**config.mk**
```make
export PLATFORM = sky130hd
export DESIGN_NAME = psum_tile_accumulator_flat
export DESIGN_NICKNAME = d
export VERILOG_FILES = /design/src/rtl/psum_tile_accumulator_if.sv /design/src/rtl/psum_tile_accumulator.sv /design/src/flat_wrapper.sv
export SDC_FILE = /design/constraint.sdc
export NUM_CORES = 2
export LEC_CHECK = 0
export BUFFER_PORTS_ARGS = -buffer_cell sky130_fd_sc_hd__buf_2
export CORE_UTILIZATION = 25
export DETAILED_ROUTE_END_ITERATION = 7
export HOLD_SLACK_MARGIN = 0.03
export PLACE_DENSITY = 0.42
export SLEW_MARGIN = 30
export SYNTH_ARGS = -nofsm -noshare
export SYNTH_HDL_FRONTEND = slang
export SYNTH_SLANG_ARGS = --single-unit
```
**constraint.sdc**
```tcl
create_clock -name clk -period 9.15 [get_ports clk]
set_clock_uncertainty 0.15 [all_clocks]
set_input_delay 0.915 -clock clk [delete_from_list [all_inputs] [get_ports clk]]
set_output_delay 0.915 -clock clk [all_outputs]
set_load 0.02 [all_outputs]
```
**src/rtl/psum_tile_accumulator_if.sv**
```systemverilog
// Bus bundle for psum_tile_accumulator: job config, tile input stream,
// result handshake and status/debug outputs.
//
// Handshakes: a transfer happens on a rising edge where valid and ready
// are both high. The source holds valid and data stable until that edge,
// and valid is never made to depend on ready. On the tile stream,
// tile_valid/tile_ready are that pair. On the result side, act_load acts
// as valid and act_ack as ready: act_load and act_out stay frozen until
// the edge that samples act_ack high.
interface psum_tile_accumulator_if #(
  parameter int WIDTH           = 16,
  parameter int LANES           = 16,
  parameter int MAX_INPUT_TILES = 8,
  parameter int QUEUE_DEPTH     = 4,
  parameter int SAT_OUT         = 0
);
  localparam int ACC_W = WIDTH + $clog2(MAX_INPUT_TILES);
  localparam int CNT_W = $clog2(MAX_INPUT_TILES + 1);
  localparam int OUT_W = (SAT_OUT != 0) ? WIDTH : ACC_W;
  localparam int QC_W  = $clog2(QUEUE_DEPTH) + 1;

  logic                            cfg_valid;
  logic [CNT_W-1:0]                num_input_tiles;
  logic                            tile_valid;
  logic                            tile_ready;
  logic [LANES-1:0][WIDTH-1:0]     tile_data;
  logic                            act_load;
  logic                            act_ack;
  logic [LANES-1:0][OUT_W-1:0]     act_out;
  logic                            busy;
  logic [QC_W-1:0]                 queue_count;
  // FSM state for checkers: 0 IDLE, 1 ACCUM, 2 DONE
  logic [1:0]                      state_dbg;

  modport master (
    output cfg_valid, num_input_tiles, tile_valid, tile_data, act_ack,
    input  tile_ready, act_load, act_out, busy, queue_count, state_dbg
  );

  modport slave (
    input  cfg_valid, num_input_tiles, tile_valid, tile_data, act_ack,
    output tile_ready, act_load, act_out, busy, queue_count, state_dbg
  );
endinterface

```
**src/rtl/psum_tile_accumulator.sv**
```systemverilog
// Partial-sum tile accumulator. Tiles of LANES signed WIDTH-bit values are
// queued in a small FIFO; a job sums a configured number of tiles lane-wise
// into ACC_W-bit accumulators and presents the result until acknowledged.
// QUEUE_DEPTH must be a power of two (>=2) so the pointers wrap naturally;
// MAX_INPUT_TILES must be >=1.
module psum_tile_accumulator #(
  parameter int WIDTH           = 16,
  parameter int LANES           = 16,
  parameter int MAX_INPUT_TILES = 8,
  parameter int QUEUE_DEPTH     = 4,
  parameter int SAT_OUT         = 0
) (
  input  logic                     clk,
  input  logic                     reset,
  psum_tile_accumulator_if.slave   bus
);
  localparam int ACC_W = WIDTH + $clog2(MAX_INPUT_TILES);
  localparam int CNT_W = $clog2(MAX_INPUT_TILES + 1);
  localparam int OUT_W = (SAT_OUT != 0) ? WIDTH : ACC_W;
  localparam int QC_W  = $clog2(QUEUE_DEPTH) + 1;
  localparam int PTR_W = $clog2(QUEUE_DEPTH);

  typedef enum logic [1:0] {
    S_IDLE  = 2'd0,
    S_ACCUM = 2'd1,
    S_DONE  = 2'd2
  } state_t;

  state_t                        r_state;
  state_t                        w_state_next;

  // FIFO storage and bookkeeping
  logic [LANES-1:0][WIDTH-1:0]   r_mem [QUEUE_DEPTH];
  logic [PTR_W-1:0]              r_wr_ptr;
  logic [PTR_W-1:0]              r_rd_ptr;
  logic [QC_W-1:0]               r_count;

  // Job bookkeeping and datapath
  logic [CNT_W-1:0]              r_target;
  logic [CNT_W-1:0]              r_cnt;
  logic [LANES-1:0][ACC_W-1:0]   r_acc;
  logic                          r_act_load;

  logic                          w_tile_ready;
  logic                          w_push;
  logic                          w_pop;
  logic                          w_start;
  logic                          w_last_pop;
  logic                          w_ack;
  logic [CNT_W-1:0]              w_target_clamped;
  logic [CNT_W-1:0]              w_cnt_inc;
  logic [LANES-1:0][ACC_W-1:0]   w_pop_ext;
  logic [LANES-1:0][ACC_W-1:0]   w_acc_next;
  logic [LANES-1:0][OUT_W-1:0]   w_act_out;

  // Full FIFO never accepts, even if a pop happens in the same cycle.
  assign w_tile_ready = (r_count < QC_W'(QUEUE_DEPTH));
  assign w_push       = bus.tile_valid && w_tile_ready;
  // Tiles are consumed only while a job is accumulating.
  assign w_pop        = (r_state == S_ACCUM) && (r_count != '0);
  assign w_start      = (r_state == S_IDLE) && bus.cfg_valid &&
                        (bus.num_input_tiles != '0);
  assign w_cnt_inc    = r_cnt + CNT_W'(1);
  assign w_last_pop   = w_pop && (w_cnt_inc == r_target);
  assign w_ack        = (r_state == S_DONE) && bus.act_ack;

  assign w_target_clamped = (bus.num_input_tiles > CNT_W'(MAX_INPUT_TILES)) ?
                            CNT_W'(MAX_INPUT_TILES) : bus.num_input_tiles;

  // Next-state logic for the job sequencer
  always_comb begin
    w_state_next = r_state;
    case (r_state)
      S_IDLE:  if (w_start)    w_state_next = S_ACCUM;
      S_ACCUM: if (w_last_pop) w_state_next = S_DONE;
      S_DONE:  if (bus.act_ack) w_state_next = S_IDLE;
      default: w_state_next = S_IDLE;
    endcase
  end

  // State register
  always_ff @(posedge clk or posedge reset) begin
    if (reset) begin
      r_state <= S_IDLE;
    end else begin
      r_state <= w_state_next;
    end
  end

  // FIFO pointers and occupancy
  always_ff @(posedge clk or posedge reset) begin
    if (reset) begin
      r_wr_ptr <= '0;
      r_rd_ptr <= '0;
      r_count  <= '0;
    end else begin
      if (w_push) r_wr_ptr <= r_wr_ptr + PTR_W'(1);
      if (w_pop)  r_rd_ptr <= r_rd_ptr + PTR_W'(1);
      case ({w_push, w_pop})
        2'b10:   r_count <= r_count + QC_W'(1);
        2'b01:   r_count <= r_count - QC_W'(1);
        default: r_count <= r_count;
      endcase
    end
  end

  // FIFO storage; contents are don't-care until written, so no reset
  always_ff @(posedge clk) begin
    if (w_push) r_mem[r_wr_ptr] <= bus.tile_data;
  end

  // Head tile sign-extended; the first tile of a job replaces old sums
  always_comb begin
    w_pop_ext  = '0;
    w_acc_next = '0;
    for (int l = 0; l < LANES; l++) begin
      w_pop_ext[l]  = ACC_W'(signed'(r_mem[r_rd_ptr][l]));
      w_acc_next[l] = (r_cnt == '0) ? w_pop_ext[l] : (r_acc[l] + w_pop_ext[l]);
    end
  end

  // Job target, tile counter, accumulators and result-valid flag
  always_ff @(posedge clk or posedge reset) begin
    if (reset) begin
      r_target   <= '0;
      r_cnt      <= '0;
      r_acc      <= '0;
      r_act_load <= 1'b0;
    end else begin
      if (w_start) begin
        r_target <= w_target_clamped;
        r_cnt    <= '0;
      end
      if (w_pop) begin
        r_acc <= w_acc_next;
        r_cnt <= w_cnt_inc;
      end
      if (w_last_pop) begin
        r_act_load <= 1'b1;
      end else if (w_ack) begin
        r_act_load <= 1'b0;
      end
    end
  end

  generate
    if (SAT_OUT != 0) begin : g_sat
      localparam logic signed [ACC_W-1:0] SAT_MAX =
        ACC_W'((64'sd1 <<< (WIDTH - 1)) - 64'sd1);
      localparam logic signed [ACC_W-1:0] SAT_MIN = ~SAT_MAX;

      // Clamp each lane into the signed WIDTH range
      always_comb begin
        w_act_out = '0;
        for (int l = 0; l < LANES; l++) begin
          if ($signed(r_acc[l]) > SAT_MAX) begin
            w_act_out[l] = OUT_W'(SAT_MAX);
          end else if ($signed(r_acc[l]) < SAT_MIN) begin
            w_act_out[l] = OUT_W'(SAT_MIN);
          end else begin
            w_act_out[l] = OUT_W'(r_acc[l]);
          end
        end
      end
    end else begin : g_full
      // Full-width lanes pass straight through
      always_comb begin
        w_act_out = '0;
        for (int l = 0; l < LANES; l++) begin
          w_act_out[l] = OUT_W'(r_acc[l]);
        end
      end
    end
  endgenerate

  assign bus.tile_ready  = w_tile_ready;
  assign bus.act_load    = r_act_load;
  assign bus.act_out     = w_act_out;
  assign bus.busy        = (r_state != S_IDLE);
  assign bus.queue_count = r_count;
  assign bus.state_dbg   = r_state;
endmodule
```
**src/flat_wrapper.sv**
```systemverilog
// flat-port wrapper written by rule: the top's interface ports become plain ports
module psum_tile_accumulator_flat 
#(
  parameter int WIDTH           = 16,
  parameter int LANES           = 16,
  parameter int MAX_INPUT_TILES = 8,
  parameter int QUEUE_DEPTH     = 4,
  parameter int SAT_OUT         = 0
)
  (clk, reset, bus_cfg_valid, bus_num_input_tiles, bus_tile_valid, bus_tile_data, bus_act_ack, bus_tile_ready, bus_act_load, bus_act_out, bus_busy, bus_queue_count, bus_state_dbg);
  psum_tile_accumulator_if #(.WIDTH(WIDTH), .LANES(LANES), .MAX_INPUT_TILES(MAX_INPUT_TILES), .QUEUE_DEPTH(QUEUE_DEPTH), .SAT_OUT(SAT_OUT)) bus_i ();
  input  logic clk;
  input  logic reset;
  input wire logic [$bits(bus_i.cfg_valid)-1:0] bus_cfg_valid;
  input wire logic [$bits(bus_i.num_input_tiles)-1:0] bus_num_input_tiles;
  input wire logic [$bits(bus_i.tile_valid)-1:0] bus_tile_valid;
  input wire logic [$bits(bus_i.tile_data)-1:0] bus_tile_data;
  input wire logic [$bits(bus_i.act_ack)-1:0] bus_act_ack;
  output wire logic [$bits(bus_i.tile_ready)-1:0] bus_tile_ready;
  output wire logic [$bits(bus_i.act_load)-1:0] bus_act_load;
  output wire logic [$bits(bus_i.act_out)-1:0] bus_act_out;
  output wire logic [$bits(bus_i.busy)-1:0] bus_busy;
  output wire logic [$bits(bus_i.queue_count)-1:0] bus_queue_count;
  output wire logic [$bits(bus_i.state_dbg)-1:0] bus_state_dbg;
  assign bus_i.cfg_valid = bus_cfg_valid;
  assign bus_i.num_input_tiles = bus_num_input_tiles;
  assign bus_i.tile_valid = bus_tile_valid;
  assign bus_i.tile_data = bus_tile_data;
  assign bus_i.act_ack = bus_act_ack;
  assign bus_tile_ready = bus_i.tile_ready;
  assign bus_act_load = bus_i.act_load;
  assign bus_act_out = bus_i.act_out;
  assign bus_busy = bus_i.busy;
  assign bus_queue_count = bus_i.queue_count;
  assign bus_state_dbg = bus_i.state_dbg;
  psum_tile_accumulator #(.WIDTH(WIDTH), .LANES(LANES), .MAX_INPUT_TILES(MAX_INPUT_TILES), .QUEUE_DEPTH(QUEUE_DEPTH), .SAT_OUT(SAT_OUT)) u_core (.clk(clk), .reset(reset), .bus(bus_i));
endmodule
```
==> impl_metrics.toml <==
[critical_path]
critPathMaxStageDelay_ns = 0.94
setup.worst_path.class = "register to register"
critPathSlowestCell = "dfrtp_4"
path_delay_family = "compound AO/OA/AOI/OAI gates"
critPathBufInv = 3
cp.arrival_ns = 5.79
crit_chain = "buf_4, buf_4, mux4_2, ha_1, inv_1, fa_1, nor2b_1, o21ai_0, a21o_1, a211oi_1, o31a_1, o41a_1, o21ai_0, a31oi_1, o22a_1"
worstPathRequired_ns = 9.68
cp-end-kind = "register"
critPathLaunchType = "register"
cp_max_fo = 30

[floorplanning]
die_x_um = 508.0
num_rows = 185
dieArea_um2 = 258000
start_util_pct = 25.16
core_area_um2 = 254400
ios = 577
die_h_um = 508.0

[synth]
synth_top_area_share_pct = 48.04
synth_xor_area_share_pct = 2.723
synth_largest_area_cell = "edfxtp_1"
syn_nets = 5282
synthSimpleGateAreaFrac_pct = 7.579
synthFlopType = "edfxtp_1"
synthAdderAreaFrac_pct = 6.299
ys_seq_area_share_pct = 60.63
synth_compound_area_share_pct = 11.43
synth_top_family_by_area = "compound AO/OA/AOI/OAI gates"
synth_area_leaders = "edfxtp_1 (48%), dfrtp_1 (13%), mux4_2 (9.0%)"
yosysWarningCount = 0
synth_seq_cells = 1346
syn-cell-area_um2 = 64000
synth_cell_types = 83
muxShareOfSynthArea_pct = 9.526
synth_edf_count = 1024
syn_area_per_cell_um2 = 13.60
ys_async_sr_fraction_pct = 23.92
syn_inst = 4705

[drt]
vias = 41464
dr.pass1.iters = 7
vias_per_cell = 4.693
dr.first_iter.drc_count = 2681
routed_wl_um = 201000
wl_per_cell_um = 22.75
postRouteAntennaNets = 0
drc = 0

[global_route]
grt_pass1_vias = 42071
grt_first_pass_wirelength_um = 291400
met3_usage_pct = 5.583
grt_max_degree = 109
use_met2_pct = 24.42
overflow = 0
grt_usage_pct = 15.37
grtUsageMet1_pct = 19.41
grt_most_used_layer = "met2"
antenna_found_initial = 101

[placed_design]
portBuffers = 576
place.gp.congestion = 0.7929
hpwl_um = 133800
dp_cells = 8507

[timing]
period_minus_slack_ns = 5.262
final.setup.tns_ns = 0
slew_violations = 0
rsz0062_at_grt = "false"
whs_ns = 0.1556
slew_headroom_pct = 37.08
worstMarginPinSlew_ns = 0.9437
setup_viol = 0
hold_viol_final = 0
fin_crit_sh_pct = 57.51
fmax_ghz = 0.1900

[cts]
post_cts_resized = 0
ctsRootBufferMaster = "clkbuf_16"
cts_tree = "yes"
path_clk_slew_ns = 0.06
cts.hold.buffers_added = 0
cts_num_sinks = 1346
clk_latency_ns = 0.81
cts_buffers = 161
postCtsSetupBuffers = 0
htree_levels = 4
cts_buffer_depth = 3

[final_layout]
drive_gt1_share_pct = 21.98
nNetsFinal = 5883
syn2layout_area_growth_pct = 19.69
postLayoutCoreUtil_pct = 30.11
stdcell_count = 8836

[status]
status = "finished, final reports clean"

[worst_hold_path]
min_path_type = "primary input to async pin"

[job]
maxCapViolCount = 0
==> cell type report <==
class                      count  area (um2)
inverter                     107       412.9
antenna                       24       60.06
timing repair buffer         628        3521
sequential                  1346       38810
clock inverter                87        1109
tap                         3366        4212
multi-input combinational   3062       24110
clock buffer                 216        4367
fill                       25617      177800
==> placed cells by master (no fill, tap or decap), drive strengths merged, types with 10 or more instances in the layout <==
master	synthesis	routed
mux2i	23	23
dfrtp	322	322
a211oi	27	27
nor3b	12	12
clkinvlp	0	11
inv	107	115
nand3b	10	10
or2	15	15
nand3	54	54
nand2b	38	38
mux4	256	256
ha	295	295
o21bai	24	24
buf	57	628
o2111ai	16	16
o21ai	323	323
clkbuf	133	216
nor2	312	312
a21oi	358	358
o31ai	16	16
a31oi	91	91
a22oi	37	37
a31o	10	10
o211ai	45	45
bufinv	0	19
o21a	40	40
fa	17	17
clkinv	0	49
xnor2	111	111
nand2	425	425
and2	14	14
a21o	100	100
o22ai	10	10
and3	38	38
nor2b	45	45
diode	0	24
nor3	85	85
xor2	88	88
edfxtp	1024	1024
==> cells in the mapped netlist, types with 85 or more instances <==
| cell type | count |
|---|---|
| a21oi_1 | 355 |
| edfxtp_1 | 1024 |
| nand2_1 | 425 |
| a21o_1 | 100 |
| clkbuf_1 | 133 |
| nor3_1 | 85 |
| a31oi_1 | 91 |
| dfrtp_1 | 322 |
| inv_1 | 107 |
| xnor2_1 | 111 |
| ha_1 | 295 |
| nor2_1 | 312 |
| xor2_1 | 88 |
| mux4_2 | 256 |
| o21ai_0 | 317 |
==> sequential cells by signal, summed over array words and instances, names as in the netlist <==
register	cells
u_core.bus.queue_count	3
u_core.r_rd_ptr	2
u_core.bus.state_dbg	2
u_core.r_wr_ptr	2
u_core.r_target	4
u_core.r_cnt	4
u_core.r_mem	1024
u_core.bus.act_load	1
u_core.bus.act_out	304
==> kinds of logic after synthesis <==
logic type	count (synthesis)
xor gates and xnor gates	199
muxes	288
and+or+nand+nor	1086
adders and majority gates	312
AOI/OAI and AO/OA	1177
buffers and inverters	297
DFF	1346
==> worst reg2reg max path, stage by stage, from the launching register on <==
cell and delay, ns:
dfrtp_4 0.94, buf_4 0.70, buf_4 0.41, mux4_2 0.57, ha_1 0.23, inv_1 0.08, fa_1 0.18, nor2b_1 0.06
o21ai_0 0.31, a21o_1 0.22, a211oi_1 0.13, o31a_1 0.35, o41a_1 0.38, o21ai_0 0.17, a31oi_1 0.06, o22a_1 0.23
==> layer usage <==
layer,vias up,wire length (um),part of all wire [%]
met1,20713,87220,43
met5,-,436,0.22
li1,19350,-,-
met2,952,91830,46
met3,381,16030,8.0
met4,68,5499,2.7
==> final timing paths <==
| path | slack [ns] | start | cells after the start | to |
|---|---|---|---|---|
| max reg2reg | 3.89 | u_core.r_rd_ptr[0]$_DFFE_PP0P_ | 15 | u_core.bus.act_out[132]$_DFFE_PP0P_ |
| max in group asynchronous | 7.28 | reset | 4 | u_core.r_rd_ptr[0]$_DFFE_PP0P_ |
| min | 0.16 | reset | 3 | u_core.bus.act_out[2]$_DFFE_PP0P_ |
| min reg2reg | 0.36 | u_core.r_target[2]$_DFFE_PP0P_ | 2 | u_core.r_target[2]$_DFFE_PP0P_ |
| max | 3.89 | u_core.r_rd_ptr[0]$_DFFE_PP0P_ | 15 | u_core.bus.act_out[132]$_DFFE_PP0P_ |
| min in group clk | 0.16 | bus_tile_data[167] | 1 | u_core.r_mem[3][167]$_DFFE_PP_ |
==> per-stage QoR <==
step | cell area [um2] | setup WS [ns]
floorplan | 64010 | 1.248
global placement | 70990 | 3.796
detailed placement | 71020 | 3.756
CTS | 76490 | 3.730
global route | 76580 | 3.481
finish | 76610 | 3.888
Power is left out: the tool's default activity adds up to more than one toggle a clock period on the data nets, which glitch-free logic cannot reach.
